--- src/rtl/salamander_pkg.sv ---
// Types shared by the memory-port arbiter.
// Covers the arbitration state and the record of which requester owned the port last.
package salamander_pkg;

    typedef enum logic [1:0] {
        ARB_IDLE,
        ARB_CORE,
        ARB_LOAD
    } arb_state_t;

    typedef enum logic {
        OWN_CORE,
        OWN_LD
    } arb_owner_t;

endpackage

--- src/rtl/mem_port_arbiter.sv ---
// Round-robin arbiter sharing one memory write/read port between the program loader
// (bursting, write-only) and the CPU core (single-beat read/write).
module mem_port_arbiter
    import salamander_pkg::*;
#(
    parameter int DATA_SIZE = 16,
    parameter int ADDR_SIZE = 5,
    parameter int MAX_BURST = 4
) (
    input  logic                 clk,
    input  logic                 rstn,
    input  logic                 ld_req,
    input  logic                 ld_last,
    input  logic [ADDR_SIZE-1:0] ld_addr,
    input  logic [DATA_SIZE-1:0] ld_wdata,
    output logic                 ld_gnt,
    input  logic                 core_req,
    input  logic                 core_we,
    input  logic [ADDR_SIZE-1:0] core_addr,
    input  logic [DATA_SIZE-1:0] core_wdata,
    output logic                 core_gnt,
    output logic                 core_rvalid,
    output logic [DATA_SIZE-1:0] core_rdata,
    output logic                 core_stall,
    output logic                 mem_we,
    output logic [ADDR_SIZE-1:0] mem_addr,
    output logic [DATA_SIZE-1:0] mem_wdata,
    input  logic [DATA_SIZE-1:0] mem_rdata
);

    localparam int CNT_W = $clog2(MAX_BURST) + 1;
    localparam logic [CNT_W-1:0] CNT_LAST = CNT_W'(MAX_BURST - 1);

    arb_state_t       state_q, state_d;
    arb_owner_t       rr_last_q, rr_last_d;
    logic [CNT_W-1:0] beat_cnt_q, beat_cnt_d;
    logic             core_rvalid_q, core_rvalid_d;
    logic             burst_end;

    // Grants come only from registered state, so they can never both be high.
    assign ld_gnt      = rstn && (state_q == ARB_LOAD) && ld_req;
    assign core_gnt    = rstn && (state_q == ARB_CORE) && core_req;
    assign core_stall  = (state_q == ARB_LOAD);
    assign core_rdata  = mem_rdata;
    assign core_rvalid = core_rvalid_q;
    assign burst_end   = (beat_cnt_q == CNT_LAST);

    always_comb begin
        mem_we    = 1'b0;
        mem_addr  = '0;
        mem_wdata = '0;
        case (state_q)
            ARB_LOAD: begin
                mem_we    = ld_gnt;
                mem_addr  = ld_addr;
                mem_wdata = ld_wdata;
            end
            ARB_CORE: begin
                mem_we    = core_gnt && core_we;
                mem_addr  = core_addr;
                mem_wdata = core_wdata;
            end
            default: ;
        endcase
    end

    always_comb begin
        state_d       = state_q;
        rr_last_d     = rr_last_q;
        beat_cnt_d    = beat_cnt_q;
        core_rvalid_d = core_gnt && !core_we;
        case (state_q)
            ARB_IDLE: begin
                if (ld_req && (!core_req || rr_last_q == OWN_CORE)) begin
                    state_d    = ARB_LOAD;
                    beat_cnt_d = '0;
                end else if (core_req) begin
                    state_d = ARB_CORE;
                end
            end
            ARB_LOAD: begin
                if (ld_gnt && (ld_last || burst_end) && core_req) begin
                    state_d    = ARB_CORE;
                    rr_last_d  = OWN_LD;
                    beat_cnt_d = '0;
                end else if ((ld_gnt && ld_last) || !ld_req) begin
                    state_d    = ARB_IDLE;
                    rr_last_d  = OWN_LD;
                    beat_cnt_d = '0;
                end else if (burst_end) begin
                    // Nobody else is waiting: loader keeps the port and starts a fresh burst window.
                    beat_cnt_d = '0;
                end else if (ld_gnt) begin
                    beat_cnt_d = beat_cnt_q + 1'b1;
                end
            end
            ARB_CORE: begin
                if (ld_req) begin
                    state_d    = ARB_LOAD;
                    rr_last_d  = OWN_CORE;
                    beat_cnt_d = '0;
                end else if (!core_req) begin
                    state_d   = ARB_IDLE;
                    rr_last_d = OWN_CORE;
                end
            end
            default: begin
                state_d    = ARB_IDLE;
                beat_cnt_d = '0;
            end
        endcase
    end

    always_ff @(posedge clk) begin
        if (!rstn) begin
            state_q       <= ARB_IDLE;
            rr_last_q     <= OWN_CORE;
            beat_cnt_q    <= '0;
            core_rvalid_q <= 1'b0;
        end else begin
            state_q       <= state_d;
            rr_last_q     <= rr_last_d;
            beat_cnt_q    <= beat_cnt_d;
            core_rvalid_q <= core_rvalid_d;
        end
    end

endmodule

--- config.mk ---
export PLATFORM = sky130hd
export DESIGN_NAME = mem_port_arbiter
export DESIGN_NICKNAME = d
export VERILOG_FILES = /design/src/rtl/salamander_pkg.sv /design/src/rtl/mem_port_arbiter.sv
export SDC_FILE = /design/constraint.sdc
export NUM_CORES = 1
export LEC_CHECK = 0
export ABC_AREA = 1
export CORE_ASPECT_RATIO = 0.8
export CORE_MARGIN = 4
export CORE_UTILIZATION = 25
export CTS_CLUSTER_DIAMETER = 120
export DETAILED_ROUTE_END_ITERATION = 8
export PLACE_DENSITY = 0.75
export SLEW_MARGIN = 20
export SYNTH_ARGS = -nofsm -noshare
export SYNTH_HDL_FRONTEND = slang
export SYNTH_SLANG_ARGS = --single-unit
--- constraint.sdc ---
create_clock -name clk -period 1.6 [get_ports clk]
set_clock_uncertainty 0.15 [all_clocks]
set_input_delay 0.32 -clock clk [delete_from_list [all_inputs] [get_ports clk]]
set_output_delay 0.32 -clock clk [all_outputs]
set_load 0.05 [all_outputs]
# Word-level counts from Yosys, hierarchy flattened
# Cells that the tools add are included.
[word_totals] ff_bits=7 inputBits=64 out_inout_bits=42 elab_cells=58
[op_classes] n_addsub=1 n_eq_ne=9 n_mux=22 bitwise_logic=1 n_reduce_logical=21
[op_table] cell="one-hot mux 16 bit (2 select lines)" count=1
[op_table] cell="2-to-1 mux 3 bit" count=6
[op_table] cell="2-to-1 mux 2 bit" count=6
[op_table] cell="logical AND 1 bit" count=10
[op_table] cell="one-hot mux 5 bit (2 select lines)" count=1
[op_table] cell="one-hot mux 3 bit (3 select lines)" count=1
[op_table] cell="AND reduction 3 bit" count=3
[op_table] cell="!= test 3 bit, second input constant" count=2
[op_table] cell="one-hot mux 2 bit (3 select lines)" count=1
[op_table] cell="!= test 5 x 2 -> 1 bit, second input constant" count=1
[op_table] cell="2-to-1 mux 1 bit" count=4
[op_table] cell="!= test 2 bit, second input constant" count=2
[op_table] cell="one-hot mux 1 bit (2 select lines)" count=2
[op_table] cell="adder 3 x 1 -> 3 bit, second input constant" count=1
[op_table] cell="== test 3 x 2 -> 1 bit, second input constant" count=1
[op_table] cell="zero test 1 bit" count=3
[op_table] cell="logical OR 1 bit" count=3
[op_table] cell="!= test 3 x 1 -> 1 bit, second input constant" count=1
[op_table] cell="== test 2 x 1 -> 1 bit, second input constant" count=1
[op_table] cell="== test 2 bit, second input constant" count=1
[op_table] cell="zero test 2 bit" count=1
[op_table] cell="nonzero test 2 bit" count=1
[op_table] cell="inverter 1 bit" count=1

# Depth between registers and ports, before layout
# Gate-level depths: netlist of the first run.
[logic_depth] depth_word=8 ltp_mapped=11 depth_no_buf=10

# Worst setup path after synthesis of the first run
# OpenSTA, ideal clock, no wires.
[synth_timing] path_type="reg-to-output" from="reg state_q[1]" to="out mem_we" arrival_ns=2.278 required_ns=1.130 slack_ns=-1.148 stages_incl_launch_ff=7 n_path_buf=0 cell_sequence="dfxtp_1 -> inv_1 -> ha_1 -> inv_2 -> nor2_1 -> nand2_1 -> a21oi_1"
[synth_between] elab_chain_cells=5 word_cells_on_any_way=8 cone_classes="eq/ne: 2; mux: 1; reduce/logical: 5"
[synth_rtl] element="from (decl)" line_no="mem_port_arbiter.sv:34" text="arb_state_t state_q, state_d;"
[synth_rtl] element="from (signal assigned)" line_no="mem_port_arbiter.sv:121" text="state_q <= state_d;"
[synth_rtl] element="== test 2 x 1 -> 1 bit" line_no="mem_port_arbiter.sv:42" text="assign core_gnt = rstn && (state_q == ARB_CORE) && core_req;"
[synth_rtl] element="logical AND 1 bit (2 in series)" line_no="mem_port_arbiter.sv:42"
[synth_rtl] element="named net core_gnt" line_no="mem_port_arbiter.sv:21" text="output logic core_gnt,"
[synth_rtl] element="logical AND 1 bit" line_no="mem_port_arbiter.sv:59" text="mem_we = core_gnt && core_we;"
[synth_rtl] element="one-hot mux 1 bit (2 select lines)" line_no="mem_port_arbiter.sv:52" text="case (state_q)"
[synth_rtl] element="to (decl)" line_no="mem_port_arbiter.sv:25" text="output logic mem_we,"
# The timed path passes the listed nets, and every way through them passes these cells.

# Worst setup path in the final report of the first run
[layout_timing] from="reg state_q[0]" to="out mem_we"
[layout_between] elab_chain_cells=5 word_cells_on_any_way=8 cone_classes="eq/ne: 2; mux: 1; reduce/logical: 5"
[layout_rtl] element="== test 2 x 1 -> 1 bit" line_no="mem_port_arbiter.sv:42, mem_port_arbiter.sv:52"
[layout_rtl] element="logical AND 1 bit (2 in series)" line_no="mem_port_arbiter.sv:42"
[layout_rtl] element="logical AND 1 bit" line_no="mem_port_arbiter.sv:59"
[layout_rtl] element="one-hot mux 1 bit (2 select lines) (*)" line_no="mem_port_arbiter.sv:52"
# Every way passes the cells marked *; elsewhere a longest branch is shown, timed or not.

==> results of run 1 <==
critical path: stages, from the launching register on:
cell	delay, ps
dfxtp_4	350
buf_6	100
ha_4	170
buf_12	120
inv_8	30
nor2_4	90
nand2_2	70
a21oi_4	160
buf_12	150
metrics by stage:
step | setup TNS (ps) | cell area [µm²] | instances
floorplan | -4770 | 1350 | 171
global placement | -5010 | 2150 | 285
detailed placement | -5740 | 2150 | 285
CTS | -8230 | 2450 | 300
global route | -10130 | 2600 | 302
finish | -8330 | 2600 | 302
worst max path at each step:
stage	cells past startpoint	startpoint	end	slack (ps)
floorplan	6	state_q[1]	mem_we	-230
global placement	5	rstn	mem_we	-350
detailed placement	5	rstn	mem_we	-390
CTS	7	state_q[0]	mem_wdata[13]	-330
global route	8	state_q[1]	mem_we	-390
finish	8	state_q[0]	mem_we	-340
power by group through the flow:
stage               Combinational, W  Clock, W  Sequential, W
global placement             0.00207         0       0.000251
global route                 0.00279  0.000275       0.000267
detailed placement           0.00209         0       0.000253
CTS                          0.00247  0.000260       0.000256
floorplan                    0.00155         0       0.000255
finish                       0.00263  0.000255       0.000263
logic make-up after synthesis:
| logic type | share of synthesized area |
|---|---|
| fa+ha+maj | 0.0646 |
| buf+inv | 0.221 |
| simple gates | 0.412 |
| compound gates | 0.158 |
| flops | 0.145 |
routing by layer:
layer,share of wire,wire (µm)
met4,0.0067,26
met3,0.073,284
met1,0.43,1660
met5,0,0
met2,0.49,1900
flip-flops by register name, summed over array words and instances (netlist names):
register and cells:
beat_cnt_q 3, rr_last_q 1, core_rvalid 1, state_q 2
cell type report:
type | instances | area [µm²]
Multi-Input combinational cell | 126 | 1040
Sequential cell | 7 | 148
Clock buffer | 4 | 45.0
Tap cell | 42 | 52.6
Timing Repair Buffer | 109 | 1240
Inverter | 14 | 78.8
Fill cell | 256 | 970
synth_stat cells, drive strengths merged:
cell,count
dfxtp,7
a21oi,27
nor3,2
o21ai,2
nand3,9
ha,5
clkbuf,6
nand2,65
nor2,16
inv,14
buf,18
repair_timing:
action	in CTS	in global routing
setup endpoints to repair	31	31
gates resized for setup	44	36
setup buffers	10	2
cloned	1	1
pin swaps	4	10
hold buffers	0	0
==> reports/metrics.yaml, run 1 <==
outcome:
  status: "complete, but fails checks"
  violations: "setup timing"
global_route:
  antenna_found_initial: 0
  grt_overflow_total: 0
  track_usage: 0.146
  grtUsageMet2: 0.250
  grt_busiest_layer: "met2"
  use_met1: 0.183
  first_global_vias: 1327
  grt_max_degree: 18
  met3_usage: 0.0470
  grt_pass1_wl_um: 6000
routing:
  post_drt_wl_per_cell_um: 12.8
  drtIter0Drc: 25
  via_count: 1370
  via_per_inst: 4.54
  ant_nets: 0
  first_pass_iters: 6
  drc_errors: 0
  routed_wl_um: 3870
floorplan:
  die_y_um: 63.7
  rows: 19
  ios: 106
  coreArea_um2: 3570
  die_width_um: 77.6
  die_area_um2: 4940
  start_util: 0.272
sta:
  slew_headroom: 0.796
  max_slew.worst_pin.slew_ps: 302
  finalHoldViolCount: 0
  rsz0062_at_grt: "yes"
  slew_violations: 0
  layout_setup_ws_ps: -341
  fmax_ghz: 0.515
  fin_crit_ps: 1940
  whs_ps: 292
  period_share: 1.21
  setup_viol: 31
hold_path:
  hp-start: "beat_cnt_q[2]"
  hold_path.class: "flop to flop"
  whs_endpoint: "beat_cnt_q[2]"
  whs_path_depth: 2
synth:
  yosysWarnings: 0
  synth_top_area_share: 0.236
  avgSynthCellArea_um2: 5.66
  synth_top_area_cell: "nand2_1"
  syn-num-nets: 240
  synth.distinct_cells: 19
  yosysSeqAreaShare: 0.145
  syn_area_um2: 968
  synth_cells: 171
  synth-seq-cells: 7
  synthTopCellsByArea: "nand2_1 24%, dfxtp_1 14%, buf_4 13%"
place:
  place_ws_ps: -385
  dp_hpwl_um: 2880
  gp_congestion: 0.853
  io_buffers: 73
power_and_ir_drop:
  switching_share: 0.484
  power_density_nw_per_um2: 1210
  pwr-share-comb: 0.836
  power.switching_w: 0.00152
  power.total_w: 0.00315
  internal_power_w: 0.00162
  pwr-share-clk: 0.081
  leakage_nw: 1.01
  sequentialPowerShare: 0.084
  vdd_drop_max_mv: 0.830
clock_network:
  numCtsBuffers: 3
  cts-root-buf: "clkbuf_8"
  clkTransAtPathRegs_ps: 40
  worstSkewPairLatency_ps: 230
  h-tree-depth: 1
  cts_sinks: 7
  cts_tree: "built"
  cts.path.max_buffers: 2
setup_path:
  regToRegSetupSlack_ps: -200
  rr_startpoint: "state_q[0]"
  cp.arrival_ps: 1470
  crit_type: "flop to output pin"
  cp.required_ps: 1130
  reg2reg_depth: 12
  critPathLaunchType: "flop"
  r2r_end: "state_q[0]"
  endpoint_kind: "output pin"
  path_max_fanout: 4
run:
  maxCapViolCount: 0
final_layout:
  layout_commonest_cell: "clkdlybuf4s50_1"
  antenna_cells: 0
  fin_util: 0.728
  nNetsFinal: 330
  drive_gt1_frac: 0.515
  synthToLayoutAreaGrowth_pct: 168
  layout_common_cells: "45 x clkdlybuf4s50_1, 38 x nand2_1, 27 x buf_6, 23 x a21oi_4, 21 x nand2_2"
Power figures use the tool's default switching activity.
==> inputs of run 2 (changes only) <==
--- a/config.mk
+++ b/config.mk
@@ -16,3 +16,4 @@
 export SYNTH_ARGS = -nofsm -noshare
 export SYNTH_HDL_FRONTEND = slang
 export SYNTH_SLANG_ARGS = --single-unit
+export TNS_END_PERCENT = 1
==> run 2 against run 1 <==
Against the previous run:
- the run still ends with setup timing left
- die area unchanged
- non-clock buffer count is 3 lower
- clock power is 3% lower
- sequential share of layout area increased by 0.24 points
- count of clock-buffer cells in the layout unchanged
- worst hold slack lost 8.4 ps
- final area is 4.1% lower
- critical path depth fell by 1
- setup slack improved by 30 ps
- sequential cell count stayed put
- critical path type unchanged
- critical endpoint is now mem_wdata[7]
- largest cell class unchanged
- largest power group unchanged
==> reports/metrics.yaml, run 2 (synthesis gave the netlist of run 1 again) <==
setup_path:
  crit_buf_inv: 4
  endpoint_kind: "output pin"
  crit_type: "flop to output pin"
  critical_path.most_common_cell: "buf_6"
  cp.arrival_ps: 1440
  critPathTopFamily: "buffers and inverters"
  critical_path.max_stage_delay_ps: 350
  critPathLaunchType: "flop"
  cp.required_ps: 1130
  worstPathCellList: "buf_6 -> ha_4 -> buf_4 -> buf_16 -> nand2_2 -> a21oi_4 -> buf_6"
  path_max_fanout: 6
  worst_path_max_delay_cell: "dfxtp_4"
  crit_path_start: "state_q[0]"
  rr_startpoint: "state_q[1]"
routing:
  drc_errors: 0
  routed_wl_um: 4030
  first_pass_iters: 4
  drtIter0Drc: 33
  ant_nets: 0
  via_count: 1393
  post_drt_wl_per_cell_um: 13.5
  via_per_inst: 4.66
clock_network:
  cts.path.max_buffers: 2
  numCtsBuffers: 3
  clkTransAtPathRegs_ps: 40
  cts_tree: "built"
  worstSkewPairLatency_ps: 230
  cts_hold_buf: 0
  cts-root-buf: "clkbuf_8"
  h-tree-depth: 1
  cts_sinks: 7
sta:
  layout_setup_ws_ps: -311
  period_share: 1.19
  rsz0062_at_grt: "yes"
  slew_violations: 0
  fin_crit_ps: 1910
  setup_viol: 27
  max_slew.worst_pin.slew_ps: 285
  finalHoldViolCount: 0
  fmax_ghz: 0.523
  whs_ps: 284
  slew_headroom: 0.808
floorplan:
  ios: 106
  die_width_um: 77.6
  die_y_um: 63.7
  rows: 19
  die_area_um2: 4940
  start_util: 0.272
  coreArea_um2: 3570
global_route:
  grt_pass1_wl_um: 6740
  grtUsageMet2: 0.291
  antenna_found_initial: 0
  grt_busiest_layer: "met2"
  grt_max_degree: 13
  track_usage: 0.165
  met3_usage: 0.0313
  first_global_vias: 1396
  grt_overflow_total: 0
  use_met1: 0.207
place:
  place_ws_ps: -368
  gp_congestion: 0.783
  dpl_cell_area_um2: 2120
  io_buffers: 73
  dp_hpwl_um: 3080
final_layout:
  synthToLayoutAreaGrowth_pct: 157
  layout_commonest_cell: "clkdlybuf4s50_1"
  nNetsFinal: 327
  reg_top3: "beat_cnt_q: 3 flops, state_q: 2 flops"
  layout_common_cells: "44 x clkdlybuf4s50_1, 35 x nand2_1, 28 x nand2_2"
  antenna_cells: 0
  largest_register: "beat_cnt_q"
  fill_cells: 256
  largest_register_ffs: 3
  design_area_um2: 2490
  drive_gt1_frac: 0.514
hold_path:
  hp-start: "beat_cnt_q[2]"
  hold_path.class: "flop to flop"
power_and_ir_drop:
  vdd_drop_max_mv: 0.823
  leakage_nw: 0.962
  power_density_nw_per_um2: 1220
outcome:
  violations: "setup timing"
  status: "complete, but fails checks"
run:
  maxCapViolCount: 0
run 2: metal layers:
metal | part of all wire | vias up
li1 | - | 696
met3 | 0.060 | 4
met5 | 0 | -
met4 | 0.0094 | 0
met2 | 0.50 | 44
met1 | 0.43 | 649
run 2: final cells by class:
class / instances / area (µm²) / area share
tap: 42 / 52.6 / 0.0211
multi-input combinational: 126 / 988 / 0.397
timing repair buffer: 106 / 1190 / 0.477
inverter: 14 / 67.6 / 0.0271
sequential: 7 / 148 / 0.0593
clock buffer: 4 / 45.0 / 0.0181
run 2: final timing paths:
kind | cells past startpoint | slack (ps) | endpoint
min reg2reg | 2 | 280 | beat_cnt_q[2]
max reg2reg | 11 | -20 | state_q[1]
max | 7 | -310 | mem_wdata[7]
min | 2 | 280 | beat_cnt_q[2]
run 2: what timing repair did:
item / CTS / global route
buffers inserted: 9 / 0
endpoints found under the setup margin: 30 / 31
resized for setup: 65 / 8
cloned: 2 / 0
pin swaps: 6 / 3
run 2: power by group:
part	switching (W)	internal [W]	total [W]
Sequential	0.0000320	0.000224	0.000256
Combinational	0.00136	0.00118	0.00255
Clock	0.0000744	0.000172	0.000247
Total	0.00147	0.00158	0.00305
run 2: worst min-delay path: stages, from the launching register on:
cell and delay, ps:
dfxtp_1 300, nand2_1 50, nor2_1 30
run 2: stage by stage:
step                      utilization  instances  total power (W)  setup TNS [ps]
after detailed placement        0.595        286          0.00233           -5880
after global placement          0.595        286          0.00231           -5710
after floorplan                     -        171          0.00178           -4700
after global routing            0.698        299          0.00323           -8510
final                           0.698        299          0.00305           -6590
after CTS                       0.691        299          0.00304           -6840
